`config.mk`:
```
export PLATFORM = sky130hd
export DESIGN_NAME = tile_draw_sequencer
export DESIGN_NICKNAME = d
export VERILOG_FILES = /design/src/rtl/tile_draw_sequencer.sv
export SDC_FILE = /design/constraint.sdc
export NUM_CORES = 1
export LEC_CHECK = 0
export BUFFER_PORTS_ARGS = -buffer_cell sky130_fd_sc_hd__buf_2
export CORE_MARGIN = 5
export CORE_UTILIZATION = 45
export CTS_BUF_LIST = sky130_fd_sc_hd__clkbuf_16
export DETAILED_ROUTE_END_ITERATION = 7
export GPL_TIMING_DRIVEN = 0
export PLACE_DENSITY = 0.79
export SLEW_MARGIN = 5
export SYNTH_ARGS = -nofsm -noshare
export SYNTH_HDL_FRONTEND = slang
export SYNTH_SLANG_ARGS = --single-unit
```
`constraint.sdc`:
```
create_clock -name clock -period 1.8 [get_ports clock]
set_input_delay 0.18 -clock clock [delete_from_list [all_inputs] [get_ports clock]]
set_output_delay 0.18 -clock clock [all_outputs]
set_load 0.01 [all_outputs]
```
`src/rtl/tile_draw_sequencer.sv`:
```
// ============================================================================
// Module  : tile_draw_sequencer
// Purpose : Boot-draws every tile, or flashes one tile (flash draw, hold, restore),
//           generating the in-tile pixel raster for the VGA write port.
// Revision: 1.0  initial release
// ============================================================================
`default_nettype none

module tile_draw_sequencer #(
  parameter int NUM_TILES    = 4,
  parameter int IDX_W        = 2,
  parameter int TILE_W       = 16,
  parameter int TILE_H       = 16,
  parameter int XW           = 4,
  parameter int YW           = 4,
  parameter int FLASH_CYCLES = 4
) (
  input  logic             clock,
  input  logic             reset,
  input  logic             boot_start,
  input  logic             flash_req,
  input  logic [IDX_W-1:0] flash_tile,
  output logic             ready,
  output logic             writeEnable,
  output logic [IDX_W-1:0] tile_num,
  output logic             colour_sel,
  output logic [XW-1:0]    px_x,
  output logic [YW-1:0]    px_y,
  output logic             done,
  output logic             req_err
);

  localparam int HW = (FLASH_CYCLES > 1) ? $clog2(FLASH_CYCLES) : 1;

  localparam logic [IDX_W:0]   c_NUM_TILES = (IDX_W + 1)'(NUM_TILES);
  localparam logic [IDX_W-1:0] c_TILE_LAST = IDX_W'(NUM_TILES - 1);
  localparam logic [XW-1:0]    c_X_LAST    = XW'(TILE_W - 1);
  localparam logic [YW-1:0]    c_Y_LAST    = YW'(TILE_H - 1);
  localparam logic [HW-1:0]    c_HOLD_LAST = HW'(FLASH_CYCLES - 1);

  typedef enum logic [2:0] {
    S_IDLE         = 3'd0,
    S_BOOT_DRAW    = 3'd1,
    S_FLASH_DRAW   = 3'd2,
    S_FLASH_HOLD   = 3'd3,
    S_RESTORE_DRAW = 3'd4,
    S_DONE         = 3'd5
  } state_t;

  state_t           r_state;
  state_t           w_next_state;
  logic [IDX_W-1:0] r_tile;
  logic [XW-1:0]    r_px_x;
  logic [YW-1:0]    r_px_y;
  logic [HW-1:0]    r_hold;
  logic             r_req_err;
  logic             w_last_px;
  logic             w_flash_ok;
  logic             w_drawing;

  assign tile_num = r_tile;
  assign px_x     = r_px_x;
  assign px_y     = r_px_y;
  assign req_err  = r_req_err;

  always_comb begin
    w_last_px    = (r_px_x == c_X_LAST) && (r_px_y == c_Y_LAST);
    w_flash_ok   = ({1'b0, flash_tile} < c_NUM_TILES);
    w_drawing    = 1'b0;
    w_next_state = r_state;
    ready        = 1'b0;
    writeEnable  = 1'b0;
    colour_sel   = 1'b0;
    done         = 1'b0;
    case (r_state)
      S_IDLE: begin
        ready = 1'b1;
        // boot wins over a simultaneous flash request
        if (boot_start) begin
          w_next_state = S_BOOT_DRAW;
        end else if (flash_req && w_flash_ok) begin
          w_next_state = S_FLASH_DRAW;
        end
      end
      S_BOOT_DRAW: begin
        w_drawing   = 1'b1;
        writeEnable = 1'b1;
        if (w_last_px && (r_tile == c_TILE_LAST)) begin
          w_next_state = S_DONE;
        end
      end
      S_FLASH_DRAW: begin
        w_drawing   = 1'b1;
        writeEnable = 1'b1;
        colour_sel  = 1'b1;
        if (w_last_px) begin
          w_next_state = S_FLASH_HOLD;
        end
      end
      S_FLASH_HOLD: begin
        colour_sel = 1'b1;
        if (r_hold == c_HOLD_LAST) begin
          w_next_state = S_RESTORE_DRAW;
        end
      end
      S_RESTORE_DRAW: begin
        w_drawing   = 1'b1;
        writeEnable = 1'b1;
        if (w_last_px) begin
          w_next_state = S_DONE;
        end
      end
      S_DONE: begin
        done         = 1'b1;
        w_next_state = S_IDLE;
      end
      default: w_next_state = S_IDLE;
    endcase
  end

  always_ff @(posedge clock) begin
    if (reset) begin
      r_state   <= S_IDLE;
      r_tile    <= '0;
      r_px_x    <= '0;
      r_px_y    <= '0;
      r_hold    <= '0;
      r_req_err <= 1'b0;
    end else begin
      r_state   <= w_next_state;
      r_req_err <= (r_state == S_IDLE) && !boot_start && flash_req && !w_flash_ok;

      // raster counters run only while drawing and rest at zero otherwise
      if (w_drawing) begin
        if (r_px_x == c_X_LAST) begin
          r_px_x <= '0;
          r_px_y <= (r_px_y == c_Y_LAST) ? '0 : r_px_y + YW'(1);
        end else begin
          r_px_x <= r_px_x + XW'(1);
        end
      end else begin
        r_px_x <= '0;
        r_px_y <= '0;
      end

      if (r_state == S_IDLE) begin
        if (boot_start) begin
          r_tile <= '0;
        end else if (flash_req && w_flash_ok) begin
          r_tile <= flash_tile;
        end
      end else if ((r_state == S_BOOT_DRAW) && w_last_px && (r_tile != c_TILE_LAST)) begin
        r_tile <= r_tile + IDX_W'(1);
      end

      r_hold <= (r_state == S_FLASH_HOLD) ? r_hold + HW'(1) : '0;
    end
  end

endmodule

`default_nettype wire
```
==> results of run 1 <==
-- per-stage QoR --
stage                     util (%)  total power, W  worst slack, ns  instance area, sq um  std cells
after global placement        55.1        0.000483            0.165                   961        143
after detailed placement      55.1        0.000485            0.149                   961        143
after global routing          59.6        0.000943         0.000553                  1040        147
after CTS                     59.6        0.000911            0.115                  1040        147
after floorplan                  -        0.000446            0.196                   835         99
final                         59.6        0.000905            0.117                  1040        147
-- worst reg2reg max path, delay by kind of cell (launching register included) --
kind,cells,cell delay [ns]
DFF,1,0.36
AOI/OAI and AO/OA,2,0.48
and+or+nand+nor,2,0.55
adders and majority gates,1,0.23
-- cell type report --
type                            instances  area [sq um]
Timing Repair Buffer                   19          95.1
Fill cell                             143           706
Sequential cell                        15           300
Clock buffer                            3          75.1
Multi-Input combinational cell         74           485
Clock inverter                          1          3.75
Inverter                                3          11.3
Buffer                                  7          37.5
Tap cell                               25          31.3
-- logic make-up after synthesis --
group	Yosys count
flip-flops	15
AO/OA/AOI/OAI	19
buffers and inverters	10
XOR/XNOR	5
other	1
AND/OR/NAND/NOR	41
multiplexers	4
adder cells (fa/ha/maj)	4
-- placed cells by master (no fill, tap or decap), types with 2 or more instances in the layout --
master     instances
o22ai_1            2
nand2b_1           2
ha_1               4
buf_2             22
dfxtp_1           15
nor2b_1            4
buf_4              2
xnor2_1            2
a21oi_1            5
nor3b_1            2
o21ai_0            4
mux2i_1            3
nor3_1             5
clkbuf_16          3
inv_1              4
nor2_1            10
xor2_1             3
nand3_1            3
clkbuf_1           2
nand2_1            7
-- flip-flops by register name, indices dropped and copies added (netlist names) --
register  flops
px_x          4
px_y          4
r_hold        2
r_state       3
tile_num      2
-- layer usage --
metal	share of wire [%]	track usage, %	up-vias
li1	-	-	392
met1	44	17.5	349
met2	49	23.6	23
met3	5.0	2.82	6
met4	2.1	7.66	0
met5	0	0	-
-- power groups by stage --
stage,sequential (W),clock (W),combinational (W)
CTS,0.000352,0.000431,0.000128
global placement,0.000358,0,0.000125
global route,0.000352,0.000448,0.000143
finish,0.000352,0.000425,0.000128
detailed placement,0.000358,0,0.000127
floorplan,0.000361,0,0.0000852
-- worst max path at each step --
stage	from	end	slack, ns
finish	px_x[0]	tile_num[1]	0.12
global route	px_x[0]	tile_num[1]	0.0006
CTS	px_x[0]	tile_num[1]	0.11
detailed placement	px_x[0]	tile_num[1]	0.15
global placement	px_x[0]	tile_num[1]	0.16
floorplan	px_x[0]	tile_num[1]	0.20
==> out/metrics.yaml, run 1 <==
power:
  seqPwrFrac_pct: 38.8
  internal-power_w: 0.000694
  swShare_pct: 23.3
  combPwrFrac_pct: 14.2
  clockPowerShare_pct: 47.0
  ir_drop_mv: 0.545
  power.switching_w: 0.000211
  p_per_area_nw_per_um2: 871
  p_leak_nw: 0.483
cts:
  cts_max_level: 1
  cts_buffers: 3
  tritoncts: "built"
  cts.repair.resized: 0
  max-clock-path-buffers: 2
  worstSkewPairLatency_ns: 0.24
  cts_hold_buf: 0
  cts_root_buffer: "clkbuf_16"
  cts_setup_buffers: 0
  clk_pin_slew_worst_paths_ns: 0.05
  cts_sinks: 15
worst_setup_path:
  cp.required_ns: 1.98
  crit_chain: "ha_1 > nand4_2 > o31a_1 > or3_1 > a21oi_1"
  critical_path_class: "register to register"
  crit_arrival_ns: 1.86
  cp_top_family: "simple AND/OR/NAND/NOR gates"
  critical-path-max-stage-delay_ns: 0.36
  crit_cells: 5
  worstReg2RegEnd: "tile_num[1]"
  reg2reg_depth: 5
  rrSetupSlack_ns: 0.12
  critPathLaunchType: "register"
  crit-reg2reg-launch: "px_x[0]"
  path_buf_inv: 0
  endpoint_kind: "register"
  slowest_stage: "dfxtp_1"
  cp_max_fo: 6
min_path:
  min_path_cells: 2
  hp-start: "boot_start"
  hp-class: "input port to register"
  min_to: "r_state[1]"
synth:
  yosys.cell_count.top_type: "dfxtp_1"
  synthMuxAreaShare_pct: 4.95
  synthTopCellsByArea: "dfxtp_1 (36%), ha_1 (6.0%), nor2_1 (4.5%), mux2i_1 (3.6%), nand2_1 (3.1%)"
  post-synth-top-area-cell: "dfxtp_1"
  synth_compound_gate_area_share_pct: 14.8
  synth_edf_count: 0
  synth-xor-area-share_pct: 5.25
  yosys_warnings: 0
  synthArstFlopShare_pct: 0
  synth_area_sq_um: 835
  synthTopCellsByCount: "dfxtp_1 (15), nor2_1 (10), nand2_1 (7), a21oi_1 (5), nor3_1 (5)"
  synth-simple-area-share_pct: 26.7
  synth_adder_area_share_pct: 6.00
  ys_seq_area_share_pct: 36.0
  synthFlopType: "dfxtp_1"
  synth_top_family_by_area: "simple AND/OR/NAND/NOR gates"
  syn_inst: 99
  synth_seq_cells: 15
  syn_nets: 109
  yosysTopAreaCellShare_pct: 36.0
  syn_avg_cell_area_sq_um: 8.43
  yosysUniqueCellTypes: 37
placement:
  hpwl_microns: 1330
  gp_congestion: 0.772
  portBuffers: 19
route:
  firstDrtPassIters: 4
  wl_per_cell_microns: 12.8
  ant_nets: 0
  drc: 0
  vias_per_cell: 5.24
  vias: 770
  drt-initial-drc-count: 17
  routed_wl_microns: 1880
floorplan:
  initial_core_util_pct: 47.8
  die_area_sq_um: 2820
  dieHeight_microns: 53.1
  ios: 21
  coreArea_sq_um: 1750
  std_cell_rows: 15
  die_w_microns: 53.1
timing:
  fmax_mhz: 594
  period_minus_slack_ns: 1.68
  final.setup.tns_ns: 0
  whs_ns: 0.189
  setup_violations: 0
  hold_violations: 0
  period_share_pct: 93.5
  skew_ns: 0.00301
  slew_viol_final: 0
  rsz0062_at_grt: "false"
finish:
  syn_to_final_growth_pct: 24.6
  final_layout_size_suffix_gt1_share_pct: 27.0
  fin_nets: 133
  diodes: 0
grt:
  antenna_found_initial: 0
  grt_pass1_wl_microns: 2930
  grt_max_degree: 11
  grt_pass1_vias: 658
  grt_use_total_pct: 14.4
  overflow: 0
status:
  status: "finished, final reports clean"
flow_run:
  drv_cap: 0
(Power assumes the default switching activity.)
==> run 2: changes to the inputs <==
ABC_AREA = 1   (was default)
==> run 2 against run 1 <==
Compared with the run above:
- cell count grew 10%
- via count fell by 0.26%
- sequential power up 37%
==> out/metrics.yaml, run 2 <==
timing:
  slew_viol_final: 0  # unchanged
  final.setup.tns_ns: 0  # unchanged
  rsz0062_at_grt: "false"  # unchanged
  period_share_pct: 84.8  # was 93.5%
  period_minus_slack_ns: 1.53  # was 1.68 ns
  setup_violations: 0  # unchanged
  fmax_mhz: 655  # was 594 MHz
  skew_ns: 0.00448  # was 0.00301 ns
  hold_violations: 0  # unchanged
route:
  vias_per_cell: 4.74  # was 5.24
  ant_nets: 0  # unchanged
  routed_wl_microns: 1620  # was 1880 microns
  firstDrtPassIters: 4  # unchanged
  drc: 0  # unchanged
  vias: 768  # was 770
  wl_per_cell_microns: 9.98  # was 12.8 microns
  drt-initial-drc-count: 13  # was 17
finish:
  syn_to_final_growth_pct: 24.0  # was 24.6%
  final_layout_size_suffix_gt1_share_pct: 37.2  # was 27.0%
  diodes: 0  # unchanged
  nFillCells: 173  # was 143
  final_util_pct: 60.1  # was 59.6%
  layout_common_cells: "nor2_1 (19), buf_2 (19), nand2_1 (18), dfxtp_1 (15), nand3_1 (9)"  # was buf_2 (22), dfxtp_1 (15), nor2_1 (10), nand2_1 (7)
  fin_nets: 148  # was 133
  final_cell_count_no_fill: 162  # was 147
worst_setup_path:
  critPathLaunchType: "register"  # unchanged
  crit-reg2reg-launch: "px_x[0]"  # unchanged
  critical-path-max-stage-delay_ns: 0.36  # about the same
  reg2reg_depth: 8  # was 5
  cp_max_fo: 7  # was 6
  crit_chain: "ha_1 > nand3_2 > nor2_1 > nand2_1 > nand2_2 > nand3_1 > nand2_1 > nor2_2"  # was ha_1 > nand4_2 > o31a_1 > or3_1 > a21oi_1
  path_common_cell: "nand2_1"
  slowest_stage: "dfxtp_1"  # unchanged
  rrSetupSlack_ns: 0.27  # was 0.12 ns
  worstReg2RegEnd: "tile_num[1]"  # unchanged
  endpoint_kind: "register"  # unchanged
  crit_arrival_ns: 1.66  # was 1.86 ns
  cp.required_ns: 1.93  # was 1.98 ns
  critical_path_class: "register to register"  # unchanged
floorplan:
  die_w_microns: 53.6  # was 53.1 microns
  std_cell_rows: 15  # unchanged
  coreArea_sq_um: 1760  # was 1750 sq um
  initial_core_util_pct: 48.4  # was 47.8%
  ios: 21  # unchanged
  die_area_sq_um: 2870  # was 2820 sq um
  dieHeight_microns: 53.6  # was 53.1 microns
grt:
  antenna_found_initial: 0  # unchanged
  grt_pass1_wl_microns: 2960  # was 2930 microns
  gr-max-usage-layer: "met2"  # unchanged
  grt_use_total_pct: 14.1  # was 14.4%
  use_met1_pct: 16.8  # was 17.5%
  grt_util_met2_pct: 22.9  # was 23.6%
  globalRouteMet3Util_pct: 6.09  # was 2.82%
  grt_max_degree: 9  # was 11
  overflow: 0  # unchanged
  grt_pass1_vias: 764  # was 658
cts:
  worstSkewPairLatency_ns: 0.24  # about the same
  clk_pin_slew_worst_paths_ns: 0.05  # about the same
  cts_buffers: 3  # unchanged
  cts.repair.resized: 0  # unchanged
  cts_setup_buffers: 0  # unchanged
  cts_max_level: 1  # unchanged
  cts_sinks: 15  # unchanged
  max-clock-path-buffers: 2  # unchanged
  tritoncts: "built"  # unchanged
  cts_root_buffer: "clkbuf_16"  # unchanged
  cts_hold_buf: 0  # unchanged
min_path:
  hp-start: "reset"  # was boot_start
  min_to: "r_state[2]"  # was r_state[1]
  min_path_cells: 2  # unchanged
  hp-class: "input port to register"  # unchanged
synth:
  synth_edf_count: 0  # unchanged
  post-synth-top-area-cell: "dfxtp_1"  # unchanged
  yosysTopAreaCellShare_pct: 35.1  # was 36.0%
  synthTopCellsByCount: "nor2_1 (19), nand2_1 (18), dfxtp_1 (15), nand3_1 (9), inv_1 (7)"  # was dfxtp_1 (15), nor2_1 (10), nand2_1 (7), a21oi_1 (5), nor3_1 (5)
  syn_nets: 124  # was 109
  syn_avg_cell_area_sq_um: 7.50  # was 8.43 sq um
  yosys_warnings: 0  # unchanged
  synth_area_sq_um: 855  # was 835 sq um
  yosys.cell_count.top_type: "nor2_1"  # was dfxtp_1
  ys_seq_area_share_pct: 35.1  # was 36.0%
  synthTopCellsByArea: "dfxtp_1 (35%), nor2_1 (8.3%), nand2_1 (7.9%), ha_1 (5.9%), nand3_1 (5.3%)"  # was dfxtp_1 (36%), ha_1 (6.0%), nor2_1 (4.5%), mux2i_1 (3.6%), nand2_1 (3.1%)
  syn_inst: 114  # was 99
  yosysUniqueCellTypes: 23  # was 37
  synth_seq_cells: 15  # unchanged
  synthArstFlopShare_pct: 0  # unchanged
  synthFlopType: "dfxtp_1"  # unchanged
power:
  ir_drop_mv: 0.803  # was 0.545 mV
  p_per_area_nw_per_um2: 1560  # was 871 nW/um^2
  p_leak_nw: 0.517  # was 0.483 nW
status:
  status: "finished, final reports clean"  # unchanged
placement:
  portBuffers: 19  # unchanged
  placed_cells: 158  # was 143
  hpwl_microns: 1300  # was 1330 microns
  gp_congestion: 0.810  # was 0.772
flow_run:
  drv_cap: 0  # unchanged
-- run 2: changes by cell type after synthesis, moves of 6 or more --
cell,change
nand2_1,+11
nand3_1,+6
nand2_2,+6
nor2_1,+9
inv_2,+6
-- run 2: cells by family after synthesis --
family                   count (synthesis)  synth area share [%]
AO/OA/AOI/OAI                            9                  6.15
adder cells (fa/ha/maj)                  4                  5.86
buffers and inverters                   14                  6.59
other                                    1                 0.439
AND/OR/NAND/NOR                         67                  41.7
flip-flops                              15                  35.1
XOR/XNOR                                 4                  4.10
-- run 2: worst max-delay path, delay by kind of cell (launching register included) --
kind / cells / cell delay, ns
adders and majority gates: 1 / 0.22
DFF: 1 / 0.36
and+or+nand+nor: 7 / 0.83
-- run 2: final cells by class --
type / count / area (sq um) / area share [%]
Buffer: 1 / 7.51 / 0.708
Clock buffer: 3 / 75.1 / 7.08
Clock inverter: 1 / 3.75 / 0.354
Inverter: 13 / 48.8 / 4.60
Multi-Input combinational cell: 85 / 498 / 47.0
Sequential cell: 15 / 300 / 28.3
Tap cell: 25 / 31.3 / 2.95
Timing Repair Buffer: 19 / 95.1 / 8.97
-- run 2: metal layers --
layer  vias up  routed length (microns)
met4         0                        6
met5         -                        0
li1        403                        -
met2        17                      785
met1       346                      721
met3         2                      103
-- run 2: how the worst max path moves through the flow --
| stage | start | endpoint | slack [ns] |
|---|---|---|---|
| 6_report | px_x[0] | tile_num[1] | 0.27 |
| 3_5_place_dp | px_x[0] | tile_num[1] | 0.32 |
| 5_1_grt | px_x[0] | tile_num[1] | 0.11 |
| 4_1_cts | px_x[0] | tile_num[1] | 0.27 |
| 2_1_floorplan | px_x[0] | tile_num[1] | 0.45 |
| 3_3_place_gp | px_x[0] | tile_num[1] | 0.36 |
-- run 2: power breakdown --
part           internal [W]  leakage [nW]  switching [W]
sequential         0.000399         0.122      0.0000842
combinational      0.000287         0.352       0.000473
clock              0.000293        0.0423       0.000122
total              0.000979         0.517       0.000679
-- run 2: per-stage QoR --
stage / total power, W / cell area [sq um] / hold slack (ns) / setup slack, ns
after floorplan: 0.00107 / 855 / 0.242 / 0.445
after global placement: 0.00123 / 981 / 0.359 / 0.362
after detailed placement: 0.00126 / 981 / 0.355 / 0.324
after CTS: 0.00168 / 1060 / 0.0995 / 0.271
after global routing: 0.00182 / 1060 / 0.111 / 0.110
final: 0.00166 / 1060 / 0.101 / 0.274
==> run 3: changes to the inputs <==
PLACE_DENSITY = 0.82   (was 0.79)
clock period = 1.4 ns   (was 1.8 ns; I/O delays follow)
==> run 3 against run 2 <==
Compared with the run above:
- routed wire length grew 12%
- clock power is 33% higher
- clock skew decreased by 0.0010 ns
- non-clock buffer count stayed put
- worst hold slack lost 0.051 ns
- combinational power up 32%
- fmax increased by 19%
- via count increased by 1.6%
- critical path depth shrank 1
- cell count is the same
- critical path type unchanged
- critical endpoint is now r_state[0]
- largest cell class unchanged
==> out/metrics.yaml, run 3 (same netlist as run 2, synthesis figures left out) <==
finish:
  final_layout_size_suffix_gt1_share_pct: 42.3  # was 37.2%
  nFillCells: 170  # was 173
  layout_common_cells: "buf_2 (19), nor2_1 (18), nand2_1 (18), dfxtp_1 (10), nand3_1 (9)"  # was nor2_1 (19), buf_2 (19), nand2_1 (18), dfxtp_1 (15), nand3_1 (9)
  fin_nets: 148  # unchanged
  final_area_sq_um: 1100  # was 1060 sq um
  ff_latch_area_sq_um: 307  # was 300 sq um
  syn_to_final_growth_pct: 28.6  # was 24.0%
  final_util_pct: 62.3  # was 60.1%
  multi_input_area_sq_um: 531  # was 498 sq um
  diodes: 0  # unchanged
  final_common_cell: "buf_2"
power:
  seqPwrFrac_pct: 29.4  # was 29.2%
  power.switching_w: 0.000920  # was 0.000679 W
  ir_drop_mv: 1.13  # was 0.803 mV
  p_per_area_nw_per_um2: 2000  # was 1560 nW/um^2
  swShare_pct: 41.8  # was 40.9%
  internal-power_w: 0.00128  # was 0.000979 W
  p_leak_nw: 0.518  # was 0.517 nW
  total_power_w: 0.00220  # was 0.00166 W
  combPwrFrac_pct: 45.6  # was 45.8%
  clockPowerShare_pct: 25.0  # about the same
placement:
  gp_congestion: 0.836  # was 0.810
  portBuffers: 19  # unchanged
  placed_area_sq_um: 981  # unchanged
  hpwl_microns: 1320  # was 1300 microns
cts:
  worstSkewPairLatency_ns: 0.25  # was 0.24 ns
  tritoncts: "built"  # unchanged
  cts_max_level: 1  # unchanged
  cts_root_buffer: "clkbuf_16"  # unchanged
  cts_buffers: 3  # unchanged
  clk_pin_slew_worst_paths_ns: 0.05  # about the same
  cts_setup_buffers: 0  # unchanged
  cts_sinks: 15  # unchanged
  cts_hold_buf: 0  # unchanged
  max-clock-path-buffers: 2  # unchanged
  cts.repair.resized: 2  # was 0
timing:
  setup_violations: 0  # unchanged
  hold_violations: 0  # unchanged
  fmax_mhz: 777  # was 655 MHz
  period_share_pct: 92.0  # was 84.8%
  whs_ns: 0.0504  # was 0.101 ns
  period_minus_slack_ns: 1.29  # was 1.53 ns
  slew_viol_final: 0  # unchanged
  skew_ns: 0.00347  # was 0.00448 ns
  rsz0062_at_grt: "false"  # unchanged
  final.setup.tns_ns: 0  # unchanged
grt:
  grt_pass1_vias: 688  # was 764
  overflow: 0  # unchanged
  grt_pass1_wl_microns: 3040  # was 2960 microns
  grt_max_degree: 9  # unchanged
  antenna_found_initial: 0  # unchanged
  grt_use_total_pct: 14.6  # was 14.1%
min_path:
  hp-class: "input port to register"  # unchanged
  min_path_cells: 2  # unchanged
  min_to: "r_state[2]"  # unchanged
  hp-start: "reset"  # unchanged
floorplan:
  dieHeight_microns: 53.6  # unchanged
  die_area_sq_um: 2870  # unchanged
  std_cell_rows: 15  # unchanged
  die_w_microns: 53.6  # unchanged
  initial_core_util_pct: 48.4  # unchanged
  ios: 21  # unchanged
  coreArea_sq_um: 1760  # unchanged
worst_setup_path:
  endpoint_kind: "register"  # unchanged
  worstReg2RegEnd: "r_state[0]"  # was tile_num[1]
  crit-reg2reg-launch: "px_y[1]"  # was px_x[0]
  cp.required_ns: 1.56  # was 1.93 ns
  cp_max_fo: 5  # was 7
  rrSetupSlack_ns: 0.11  # was 0.27 ns
  crit_arrival_ns: 1.45  # was 1.66 ns
  reg2reg_depth: 7  # was 8
  critical_path_class: "register to register"  # unchanged
  critPathLaunchType: "register"  # unchanged
status:
  status: "finished, final reports clean"  # unchanged
route:
  drt-initial-drc-count: 4  # was 13
  ant_nets: 0  # unchanged
  vias: 780  # was 768
  drc: 0  # unchanged
  wl_per_cell_microns: 11.2  # was 9.98 microns
  firstDrtPassIters: 4  # unchanged
  routed_wl_microns: 1810  # was 1620 microns
  vias_per_cell: 4.81  # was 4.74
flow_run:
  drv_cap: 0  # unchanged
-- run 3: critical path, stage by stage (launching register included) --
cell and delay, ns:
dfxtp_1 0.37, ha_1 0.19, nand3_1 0.13, nor2_4 0.13
inv_2 0.07, nand2_4 0.09, a21oi_1 0.07, nor2_1 0.16
-- run 3: stage by stage --
step                      worst slack (ns)  cells
after detailed placement           -0.0620    158
after global routing               0.00782    162
after floorplan                     0.0455    114
after CTS                          0.00182    162
after global placement             -0.0457    158
final                                0.112    162
-- run 3: worst max-delay path by stage --
| stage | start | slack, ns | endpoint | cells past startpoint |
|---|---|---|---|---|
| finish | px_y[1] | 0.11 | r_state[0] | 7 |
| CTS | px_x[0] | 0.002 | tile_num[1] | 8 |
| floorplan | px_x[0] | 0.05 | tile_num[1] | 8 |
| global route | px_x[1] | 0.008 | r_state[0] | 8 |
| detailed placement | px_x[0] | -0.06 | tile_num[1] | 8 |
| global placement | px_x[0] | -0.05 | tile_num[1] | 8 |
-- run 3: area by class of cell --
type,instances,area share [%]
Multi-Input combinational cell,85,48.3
Inverter,13,4.44
Clock inverter,1,0.342
Sequential cell,15,27.9
Timing Repair Buffer,19,8.66
Clock buffer,3,6.83
Tap cell,25,2.85
Buffer,1,0.683
-- run 3: power groups by stage --
stage | Clock [W] | Sequential, W | Combinational (W)
2_1_floorplan | 0 | 0.000632 | 0.000749
4_1_cts | 0.000554 | 0.000615 | 0.000996
3_3_place_gp | 0 | 0.000621 | 0.000967
6_report | 0.000551 | 0.000647 | 0.00100
5_1_grt | 0.000573 | 0.000660 | 0.00115
3_5_place_dp | 0 | 0.000622 | 0.000993
-- run 3: per-layer routing --
metal  track usage, %  routed length, microns  share of wire (%)
met2             24.7                     933                 52
met1             16.9                     768                 42
met5                0                       0                  0
met4             3.83                      12               0.66
met3             5.82                      96                5.3
